===== src/rtl/risk_bus_pkg.sv =====
// Shared definitions for the data-bus arbiter: bus widths and FSM state encoding.
package risk_bus_pkg;

  localparam int unsigned BUS_AW = 32;
  localparam int unsigned BUS_DW = 32;
  localparam int unsigned BUS_SW = 4;

  localparam logic [1:0] ST_IDLE   = 2'd0;
  localparam logic [1:0] ST_ACCESS = 2'd1;
  localparam logic [1:0] ST_RESP   = 2'd2;
  localparam logic [1:0] ST_LOCKED = 2'd3;

  typedef enum logic [1:0] {
    S_IDLE   = ST_IDLE,
    S_ACCESS = ST_ACCESS,
    S_RESP   = ST_RESP,
    S_LOCKED = ST_LOCKED
  } arb_state_e;

endpackage


===== src/rtl/rr_pick2.sv =====
// Two-way round-robin picker: on contention the master that was not granted last wins.
module rr_pick2 (
  input  logic [1:0] req,
  input  logic       last,
  output logic       gnt_valid,
  output logic       gnt_idx
);

  // Grant decode
  always_comb begin
    gnt_valid = |req;
    if (req == 2'b11) begin
      gnt_idx = ~last;
    end else begin
      gnt_idx = req[1];
    end
  end

endmodule


===== src/rtl/dmem_arbiter.sv =====
// Two-master arbiter for the data-RAM port: round-robin grant, optional bus locking
// with forced release, and a fixed one-cycle synchronous-read slave.
module dmem_arbiter
  import risk_bus_pkg::*;
#(
  parameter int unsigned LOCK_MAX = 16
) (
  input  logic              i_clk,
  input  logic              i_rst,
  input  logic              i_m0_req,
  input  logic              i_m0_lock,
  input  logic [BUS_AW-1:0] i_m0_addr,
  input  logic [BUS_DW-1:0] i_m0_wdata,
  input  logic [BUS_SW-1:0] i_m0_wr,
  output logic              o_m0_ack,
  output logic [BUS_DW-1:0] o_m0_rdata,
  input  logic              i_m1_req,
  input  logic              i_m1_lock,
  input  logic [BUS_AW-1:0] i_m1_addr,
  input  logic [BUS_DW-1:0] i_m1_wdata,
  input  logic [BUS_SW-1:0] i_m1_wr,
  output logic              o_m1_ack,
  output logic [BUS_DW-1:0] o_m1_rdata,
  output logic [BUS_AW-1:0] o_s_addr,
  output logic [BUS_DW-1:0] o_s_wdata,
  output logic [BUS_SW-1:0] o_s_wr,
  output logic              o_s_rd,
  input  logic [BUS_DW-1:0] i_s_rdata,
  output logic              o_owner,
  output logic              o_busy
);

  localparam logic [7:0] LOCK_LIM = 8'(LOCK_MAX - 32'd1);

  arb_state_e state_q, state_d;
  logic       owner_q, owner_d;
  logic       last_grant_q, last_grant_d;
  logic [7:0] lock_cnt_q, lock_cnt_d;

  logic              gnt_valid, gnt_idx;
  logic              own_req, own_lock;
  logic [BUS_AW-1:0] own_addr;
  logic [BUS_DW-1:0] own_wdata;
  logic [BUS_SW-1:0] own_wr;

  rr_pick2 u_pick (
    .req       ({i_m1_req, i_m0_req}),
    .last      (last_grant_q),
    .gnt_valid (gnt_valid),
    .gnt_idx   (gnt_idx)
  );

  assign own_req   = owner_q ? i_m1_req   : i_m0_req;
  assign own_lock  = owner_q ? i_m1_lock  : i_m0_lock;
  assign own_addr  = owner_q ? i_m1_addr  : i_m0_addr;
  assign own_wdata = owner_q ? i_m1_wdata : i_m0_wdata;
  assign own_wr    = owner_q ? i_m1_wr    : i_m0_wr;

  // Next-state logic for FSM, owner, round-robin pointer and lock counter
  always_comb begin
    state_d      = state_q;
    owner_d      = owner_q;
    last_grant_d = last_grant_q;
    lock_cnt_d   = lock_cnt_q;
    case (state_q)
      S_IDLE: begin
        if (gnt_valid) begin
          owner_d = gnt_idx;
          state_d = S_ACCESS;
        end else begin
          state_d = S_IDLE;
        end
      end
      S_ACCESS: state_d = S_RESP;
      S_RESP: begin
        last_grant_d = owner_q;
        // Forced release once LOCK_MAX transactions have run under one lock
        if (own_lock && (lock_cnt_q < LOCK_LIM)) begin
          lock_cnt_d = lock_cnt_q + 8'd1;
          state_d    = S_LOCKED;
        end else begin
          lock_cnt_d = 8'd0;
          state_d    = S_IDLE;
        end
      end
      S_LOCKED: begin
        if (own_req) begin
          state_d = S_ACCESS;
        end else if (!own_lock) begin
          lock_cnt_d = 8'd0;
          state_d    = S_IDLE;
        end else begin
          state_d = S_LOCKED;
        end
      end
      default: state_d = S_IDLE;
    endcase
  end

  // State registers with synchronous reset
  always_ff @(posedge i_clk) begin
    if (i_rst) begin
      state_q      <= S_IDLE;
      owner_q      <= 1'b0;
      last_grant_q <= 1'b1;
      lock_cnt_q   <= 8'd0;
    end else begin
      state_q      <= state_d;
      owner_q      <= owner_d;
      last_grant_q <= last_grant_d;
      lock_cnt_q   <= lock_cnt_d;
    end
  end

  // Slave bus is only driven in ACCESS, giving one strobe per transaction
  always_comb begin
    if (state_q == S_ACCESS) begin
      o_s_addr  = own_addr;
      o_s_wdata = own_wdata;
      o_s_wr    = own_wr;
      o_s_rd    = (own_wr == 4'b0000);
    end else begin
      o_s_addr  = '0;
      o_s_wdata = '0;
      o_s_wr    = 4'b0000;
      o_s_rd    = 1'b0;
    end
  end

  assign o_m0_ack   = (state_q == S_RESP) && !owner_q;
  assign o_m1_ack   = (state_q == S_RESP) && owner_q;
  assign o_m0_rdata = o_m0_ack ? i_s_rdata : 32'h0000_0000;
  assign o_m1_rdata = o_m1_ack ? i_s_rdata : 32'h0000_0000;
  assign o_owner    = owner_q;
  assign o_busy     = (state_q != S_IDLE);

endmodule


===== config.mk =====
export PLATFORM = sky130hd
export DESIGN_NAME = dmem_arbiter
export DESIGN_NICKNAME = d
export VERILOG_FILES = /design/src/rtl/risk_bus_pkg.sv /design/src/rtl/rr_pick2.sv /design/src/rtl/dmem_arbiter.sv
export SDC_FILE = /design/constraint.sdc
export NUM_CORES = 1
export LEC_CHECK = 0
export ABC_AREA = 1
export ABC_CLOCK_PERIOD_IN_PS = 1720
export CORE_AREA = 2 2 120 122
export DETAILED_ROUTE_END_ITERATION = 10
export DIE_AREA = 0 0 122 124
export PLACE_DENSITY_LB_ADDON = 0.2
export SLEW_MARGIN = 20
export SYNTH_ARGS = -nofsm -noshare
export SYNTH_HDL_FRONTEND = slang
export SYNTH_SLANG_ARGS = --single-unit
export TNS_END_PERCENT = 5

===== constraint.sdc =====
create_clock -name i_clk -period 1.72 [get_ports i_clk]
set_input_delay 0.344 -clock i_clk [delete_from_list [all_inputs] [get_ports i_clk]]
set_output_delay 0.344 -clock i_clk [all_outputs]
set_load 0.02 [all_outputs]

# After elaboration in Yosys (flattened, before gate mapping)

Index checks and enable logic that the tools add are counted.

Bits in read-only memories: 0
Flip-flop bits (word level): 12
Input port bits: 174
Logic and storage cells: 45
Latch bits: 0
Memories kept: 0
Output and inout port bits: 137
Bits in writable memories: 0

Multipliers: 0
$add $sub $neg: 1
Equal/unequal tests: 6
Div/mod/pow operators: 0
Mux-type cells: 21
Shifts and indexed selects: 0
Magnitude comparators: 1
Reduce and logical (&&, ||, !) cells: 11
Bitwise gates (word level): 1

Operator list:

| kind                | count |
|---|---|
| $mux 32             | 6 |
| $mux 8              | 3 |
| $pmux 8 s2          | 1 |
| $add 8x1->8 const B | 1 |
| $lt 8x4->1 const B  | 1 |
| $mux 4              | 2 |
| $pmux 2 s4          | 1 |
| $eq 2x2->1 const B  | 3 |
| $mux 2              | 3 |
| $mux 1              | 5 |
| $logic_not 4->1     | 1 |
| $ne 2x2->1 const B  | 2 |
| $reduce_bool 2->1   | 2 |
| $logic_and 1x1->1   | 3 |
| $reduce_and 3->1    | 1 |
| $eq 2x1->1 const B  | 1 |
| $logic_not 2->1     | 1 |
| $reduce_and 2->1    | 1 |
| $reduce_or 2->1     | 1 |
| $logic_not 1->1     | 1 |
| $not 1->1           | 1 |

# Longest topological paths before layout

Depth after elaboration: 4
Gate-level depth with buffers: 8
Gate-level depth less buffers: 8

# Modules after synthesis

From an unflattened synthesis, not the netlist that was laid out.

Cell total of the unflattened synthesis: 428
Area total of the unflattened synthesis: 2098.3 µm²

By module, submodules not included:

| module       | times used | cells each | sequential area each (µm²) | area an instance (µm²) |
|---|---|---|---|---|
| dmem_arbiter | 1          | 425        | 240.2                      | 2083.2 |
| rr_pick2     | 1          | 3          | 0.0                        | 15.0 |

# Least setup slack after synthesis

Ideal clock, no wire load.

Path kind: register to output
From: reg owner_q (netlist: o_owner)
To: out o_s_rd
Data required time: 1376 ps
Path slack: -31 ps
Cell stages (with the launch flop): 6
Path buffers: 2
Arrival time: 1407 ps
Cell sequence: dfxtp_1 buf_4 buf_4 mux2i_1 nand3_1 nor2_1

Word-level cells in the longest chain between the ends: 3

RTL lines:

| what                     | line                | RTL |
|---|---|---|
| start: declaration       | dmem_arbiter.sv:36  | `logic owner_q, owner_d;` |
| start signal: assignment | dmem_arbiter.sv:109 | `owner_q <= owner_d;` |
| $mux 4                   | dmem_arbiter.sv:57  | `assign own_wr = owner_q ? i_m1_wr : i_m0_wr;` |
| $logic_not 4->1          | dmem_arbiter.sv:121 | `o_s_rd = (own_wr == 4'b0000);` |
| $mux 1                   | dmem_arbiter.sv:117 | `if (state_q == S_ACCESS) begin` |
| end: declaration         | dmem_arbiter.sv:27  | `output logic o_s_rd,` |

No other way between the ends.

# Worst setup path in the final report

Same ends and word-level chain as after synthesis.

==> summary.md <==
| Metric | Value |
|---|---|
| Status | finished, violations left |
| Violated checks | negative setup slack |
| Slew HR | 0.814 |
| Vias post-DR | 3870 |
| Antenna cells | 0 |
| RSZ-0062 raised after global routing | yes |
| Highest fanout seen on the critical path | 6 |
| Minimum clock period | between 1.5 and 2 ns |
| CP Class | flip-flop to output pin |
| TritonRoute pass-1 iters | 4 |
| Avg Vias per Cell | 4.19 |
| Met2 Wirelength | around 7600 µm |
| I/O pin cnt | 311 |
| Root Buffer | clkbuf_16 |
| CP max stage delay | around 0.41 ns |
| Detail Route Antenna Nets | 0 |
| Clock buffer count from CTS | 3 |
| Vias in the first global route | ~3500 |
| Sequential cell area fraction in the yosys report | 0.118 |
| Yosys Warn Count | 0 |
| Routed wire per std cell | about 15 µm |
| Total wire length | about 14000 µm |
| Final setup fails | 10 |
| Die ar. | 15100 µm² |
| F_max | roughly 560 MHz |
| Worst Tran Pin Value | 0.279 ns |
| Lkg Pwr | ~2.8 nW |
| Period utilization | 1.03 |
| Grt ovf | 0 |
| Final core utilization | 0.418 |
| Met3 WL | between 1000 and 1500 µm |
| Clock Sink Count | 12 |
| Synthesized area per cell | just under 5 µm² |
| Floorplan row count | 43 |
| Post-synthesis xor/xnor area fraction | 0 |
| Maximum vdd drop | between 200 and 300 µV |
| Post-synthesis mux area share | 0.0147 |
| CTS H-tree lvls | 1 |
| Top layer in use | met4 |
| Share of post-route cells with drive strength above 1 | 0.321 |
| Synth Area in Compound Gates | 0.177 |
| Gpl congestion | 0.808 |
| DR iter-0 viols | ~260 |
| Met1 wire length | slightly above 5000 µm |
| Global Route Usage Sum | 0.163 |
| Largest family of logic cells by synthesized area | simple AND/OR/NAND/NOR gates |
| Adder-cell share of the synthesized area | 0.00613 |
| Die Ht | between 100 and 150 µm |
| WP data required | between 1 and 1.5 ns |
| Largest net degree at the start of global routing | 54 |
| CP cell instances | buf_12, mux2i_4, nand3_2, nor2_2, buf_6 |
| DIE WIDTH | ~120 µm |
| Distinct cells, synth | 20 |
| Starting Density | 0.149 |
| Mapped Cells | roughly 420 |
| Dpl hpwl | 11000 µm |
| Worst setup margin | -0.0578 ns |
| Placed instance area | roughly 5500 µm² |
| Max-slew violations | 0 |
| #FFs+latches synth | 12 |
| Critical Path End Type | output pin |
| Post-Syn Nets | roughly 600 |
| DRC Markers | 0 |
| Main area contributors after synthesis | nand2_1, a21oi_1, nor2_1 |
| Mapped Area | ~2000 µm² |
| Arrival time at the worst endpoint | approximately 1.4 ns |
| Cell taking the most area after synthesis | nand2_1 |
| Initial antenna violation count | 0 |
| Simple-gate portion of the synthesized area | 0.495 |
| Clock latency on the worst-skew pair | around 0.23 ns |
| Maxcap violations | 0 |
| Finished layout cell area | 5730 µm² |
| Fin nets | about 900 |
| Maximum clock path buffer count | 2 |
| Pwr/cell area | 462 nW/µm² |
| Slowest-stage cell, CP | dfxtp_4 |
| CTS tree | built |
| Area growth from synthesis to layout | 181% |
| First-pass GRT wire length | between 15000 and 20000 µm |
| Port bufs | a little over 300 |
| Worst setup SP type | flip-flop |
| Setup Skew | roughly 0.0010 ns |
| Final Hold Fails | 0 |
| Core Box Area | about 14000 µm² |
| Hold WC Path Type | flip-flop to flip-flop |
| Clock transition at path regs | 0.04 ns |
| Synth top area share | 0.298 |
## critical path: cells and delay by family, from the launching register on
kind,cells,cell delay (ns)
buf+inv,2,0.30
flops,1,0.41
mux,1,0.25
simple gates,2,0.22
## cell type report
| class | instances | area, µm² |
|---|---|---|
| flip-flops and latches | 12 | 245 |
| well taps | 180 | 225 |
| clock buffers | 3 | 75.1 |
| repair buffers | 347 | 3340 |
| inverters | 48 | 200 |
| fillers | 1511 | 7990 |
| multi-input cells | 334 | 1640 |
## cells in the mapped netlist (all sizes together)
cell type,instances
buf,22
ha,1
clkinv,1
nand3,10
nand2,163
dfxtp,12
nand4,2
a21oi,69
inv,47
o21ai,3
clkbuf,7
mux2i,3
nor2,83
## sequential cells by signal (all words and copies together) (netlist names)
register      cells
state_q           2
last_grant_q      1
o_owner           1
lock_cnt_q        8
## worst paths after layout
check	to	from	depth (start not counted)	slack, ns
setup / recovery	o_s_rd	o_owner	5	-0.06
hold / removal	lock_cnt_q[5]	lock_cnt_q[5]	2	0.44
setup reg to reg	lock_cnt_q[0]	o_owner	9	0.20
hold reg to reg	lock_cnt_q[5]	lock_cnt_q[5]	2	0.44
## per-stage QoR
step | std cells | power [mW] | setup WS [ns] | TNS, ns | hold WS, ns
after floorplan | 423 | 1.07 | -0.00521 | -0.0521 | 0.419
after global placement | 911 | 2.10 | -0.441 | -32.21 | 0.427
after detailed placement | 911 | 2.11 | -0.482 | -33.23 | 0.431
after CTS | 915 | 2.45 | -0.182 | -2.42 | 0.438
after global routing | 924 | 2.81 | -0.125 | -3.80 | 0.457
final | 924 | 2.65 | -0.0578 | -0.172 | 0.437
## power breakdown
group	internal (mW)	switching (mW)	total [mW]
Clock	0.301	0.105	0.406
Combinational	0.973	0.960	1.93
Sequential	0.293	0.0173	0.310
Total	1.57	1.08	2.65
## cells in the final DEF, fill, tap and decap left out, types with 7 or more instances in the layout
cell type,n
nand2_1,154
clkdlybuf4s50_1,173
a21oi_1,47
buf_12,14
a21oi_2,20
buf_4,131
nor2_1,62
nand2_2,7
nand3_1,8
nor2_2,17
buf_6,16
dfxtp_1,10
inv_1,41
## kinds of logic (layout without fill, tap and decap cells)
| logic type | after synthesis | in the layout |
|---|---|---|
| compound gates | 72 | 72 |
| buf+inv | 77 | 398 |
| fa+ha+maj | 1 | 1 |
| flops | 12 | 12 |
| simple gates | 258 | 258 |
| mux | 3 | 3 |
## timing repair
| item | CTS | global route |
|---|---|---|
| setup endpoints to repair | 137 | 134 |
| pin swaps | 1 | 6 |
| hold buffers | 0 | 0 |
| setup buffers | 0 | 7 |
| gates cloned | 1 | 3 |
| gates resized for setup | 526 | 200 |
## routing by layer
metal | track usage | vias up
met2 | 0.311 | 195
met5 | 0 | -
met4 | 0.0237 | 0
li1 | - | 1932
met3 | 0.0394 | 13
met1 | 0.187 | 1730
(Power assumes the default switching activity.)
==> RTL change: new RTL, same flow settings <==
Make the reset (`i_rst`) asynchronous in one clocked block. Comments in the files are not updated.
--- a/src/rtl/dmem_arbiter.sv
+++ b/src/rtl/dmem_arbiter.sv
@@ -98,7 +98,7 @@
   end
 
   // State registers with synchronous reset
-  always_ff @(posedge i_clk) begin
+  always_ff @(posedge i_clk or posedge i_rst) begin
     if (i_rst) begin
       state_q      <= S_IDLE;
       owner_q      <= 1'b0;
Formal check against the unedited RTL: differs if i_rst is asserted again (counterexample within 4 cycles, from zero or initial values and one cycle with i_rst high); with i_rst held inactive, the same outputs for 10 cycles.
==> RTL change against the original RTL <==
The run still ends with setup timing left; routed wire length is 5.3% lower; design area increased by 2.9%; area after synthesis fell by 1.4%; critical path depth unchanged; setup slack worse by 0.13 ns; sequential cell count is the same; critical path type unchanged; critical endpoint unchanged; largest cell class unchanged; highest routed layer unchanged.
Power is not compared: it rests on default switching activity, and its combinational part moved more than twofold at a synthesized area within 25%.
==> RTL change: results (changes against the original RTL) <==
stage,metric,value,unit,change
place,GPL Wtd Cong,0.808,,about the same
sta,setup TNS,-9.56,ns,-9.39 ns
setup_path,FF-to-FF End,lock_cnt_q[0],,
drt,DRT Wirelength,13500,µm,-5.3%
yosys,count of cell types in the netlist,23,,+15%
status,failing checks,setup timing,,
place,detailed placement HPWL,10500,µm,-5.3%
place,Placed Instances,904,,-0.77%
layout,ratio of cells with drive above 1 in the final layout,38.8,%,+6.7 points
grt,GRT Resource Usage Total,15.6,%,-0.72 points
sta,Setup Viol. Count Final,130,,+120
setup_path,R2R setup slack,0.15,ns,-0.05 ns
setup_path,"delay-heaviest family, CP",simple AND/OR/NAND/NOR gates,,
drt,per-cell routed wire length,14.8,µm,-4.4%
sta,hold slack,0.434,ns,-0.00323 ns
drt,met3 wire length,1070,µm,-24%
yosys,Gate Count Post-Synth,417,,-1.4%
grt,grt met3 use,3.66,%,-0.27 points
setup_path,Worst EP arrival,1.57,ns,+0.14 ns
setup_path,Critical Path Start,o_owner,,
setup_path,CP max stage cell,dfrtp_2,,
drt,initial drt markers,122,,-53%
grt,vias in the first global route,3573,,+0.93%
yosys,top post-synthesis cells by area,"nand2_1 (31%), a21oi_1 (16%), nor2_1 (14%), dfrtp_1 (14%), inv_1 (8.2%)",,
yosys,asr flop ratio synth,100,%,+100 points
drt,vias,3814,,-1.4%
yosys,Syn Nets,592,,-1.0%
clock_network,clock-pin slew on the worst setup and hold paths,0.05,ns,
grt,largest net degree at the start of global routing,44,,-19%
sta,setup ws final,-0.189,ns,-0.131 ns
drt,drt first pass iters,6,,+2
place,DP Area,0.00552,mm²,+0.62%
grt,met1 Use GR,17.0,%,-1.7 points
yosys,sequential area share after synthesis,15.0,%,+3.2 points
yosys,"Top FF cell, synth",dfrtp_1,,
grt,M2 GR Usage,30.8,%,-0.31 points
yosys,most common library cells after synthesis,"nand2_1 (164), nor2_1 (77), a21oi_1 (64), inv_1 (44), buf_2 (17)",,
layout,fin nets,911,,-1.1%
hold_path,worst hold path class,input pin to asynchronous set/reset pin,,
drt,met1 WL,5030,µm,-1.8%
status,status,"finished, violations left",,
place,Setup WS pre-CTS,-0.715,ns,-0.234 ns
setup_path,"slowest stage delay, CP",0.49,ns,+0.08 ns
layout,Fill cells,1432,,-5.2%
setup_path,CP Max Fanout,7,,+1
drt,routed wl met2,7320,µm,-4.1%
sta,Slew @ Worst Pin,0.499,ns,+0.221 ns
grt,initial antenna violation count,0,,unchanged
RTL change: cells by family (layout without fill, tap and decap cells):
family | Yosys count | count (layout) | share of synthesized area, %
muxes | 1 | 1 | 0.498
adders and majority gates | 1 | 1 | 0.622
buffers and inverters | 76 | 394 | 16.5
DFF | 12 | 12 | 15.0
and+or+nand+nor | 257 | 257 | 49.9
AOI/OAI and AO/OA | 70 | 70 | 17.5
RTL change: where the power goes:
group	leakage, nW	switching [W]	internal [W]
clock	0.0382	0.000121	0.000312
combinational	2.61	0.00377	0.00289
sequential	0.156	0.0000946	0.000363
total	2.80	0.00398	0.00356
RTL change: final cells by class:
type,count,area (µm²),share of cell area (%)
clock buffers,4,78.8,1.34
inverters,48,190,3.22
repair buffers,342,3320,56.3
flip-flops and latches,12,304,5.15
multi-input cells,329,1780,30.2
well taps,180,225,3.82
RTL change: what timing repair did:
item	in CTS	in global routing
gates resized for setup	743	55
cloned	1	1
endpoints found under the setup margin	137	142
hold buffers	0	0
pin swaps	16	1
buffers inserted	4	1
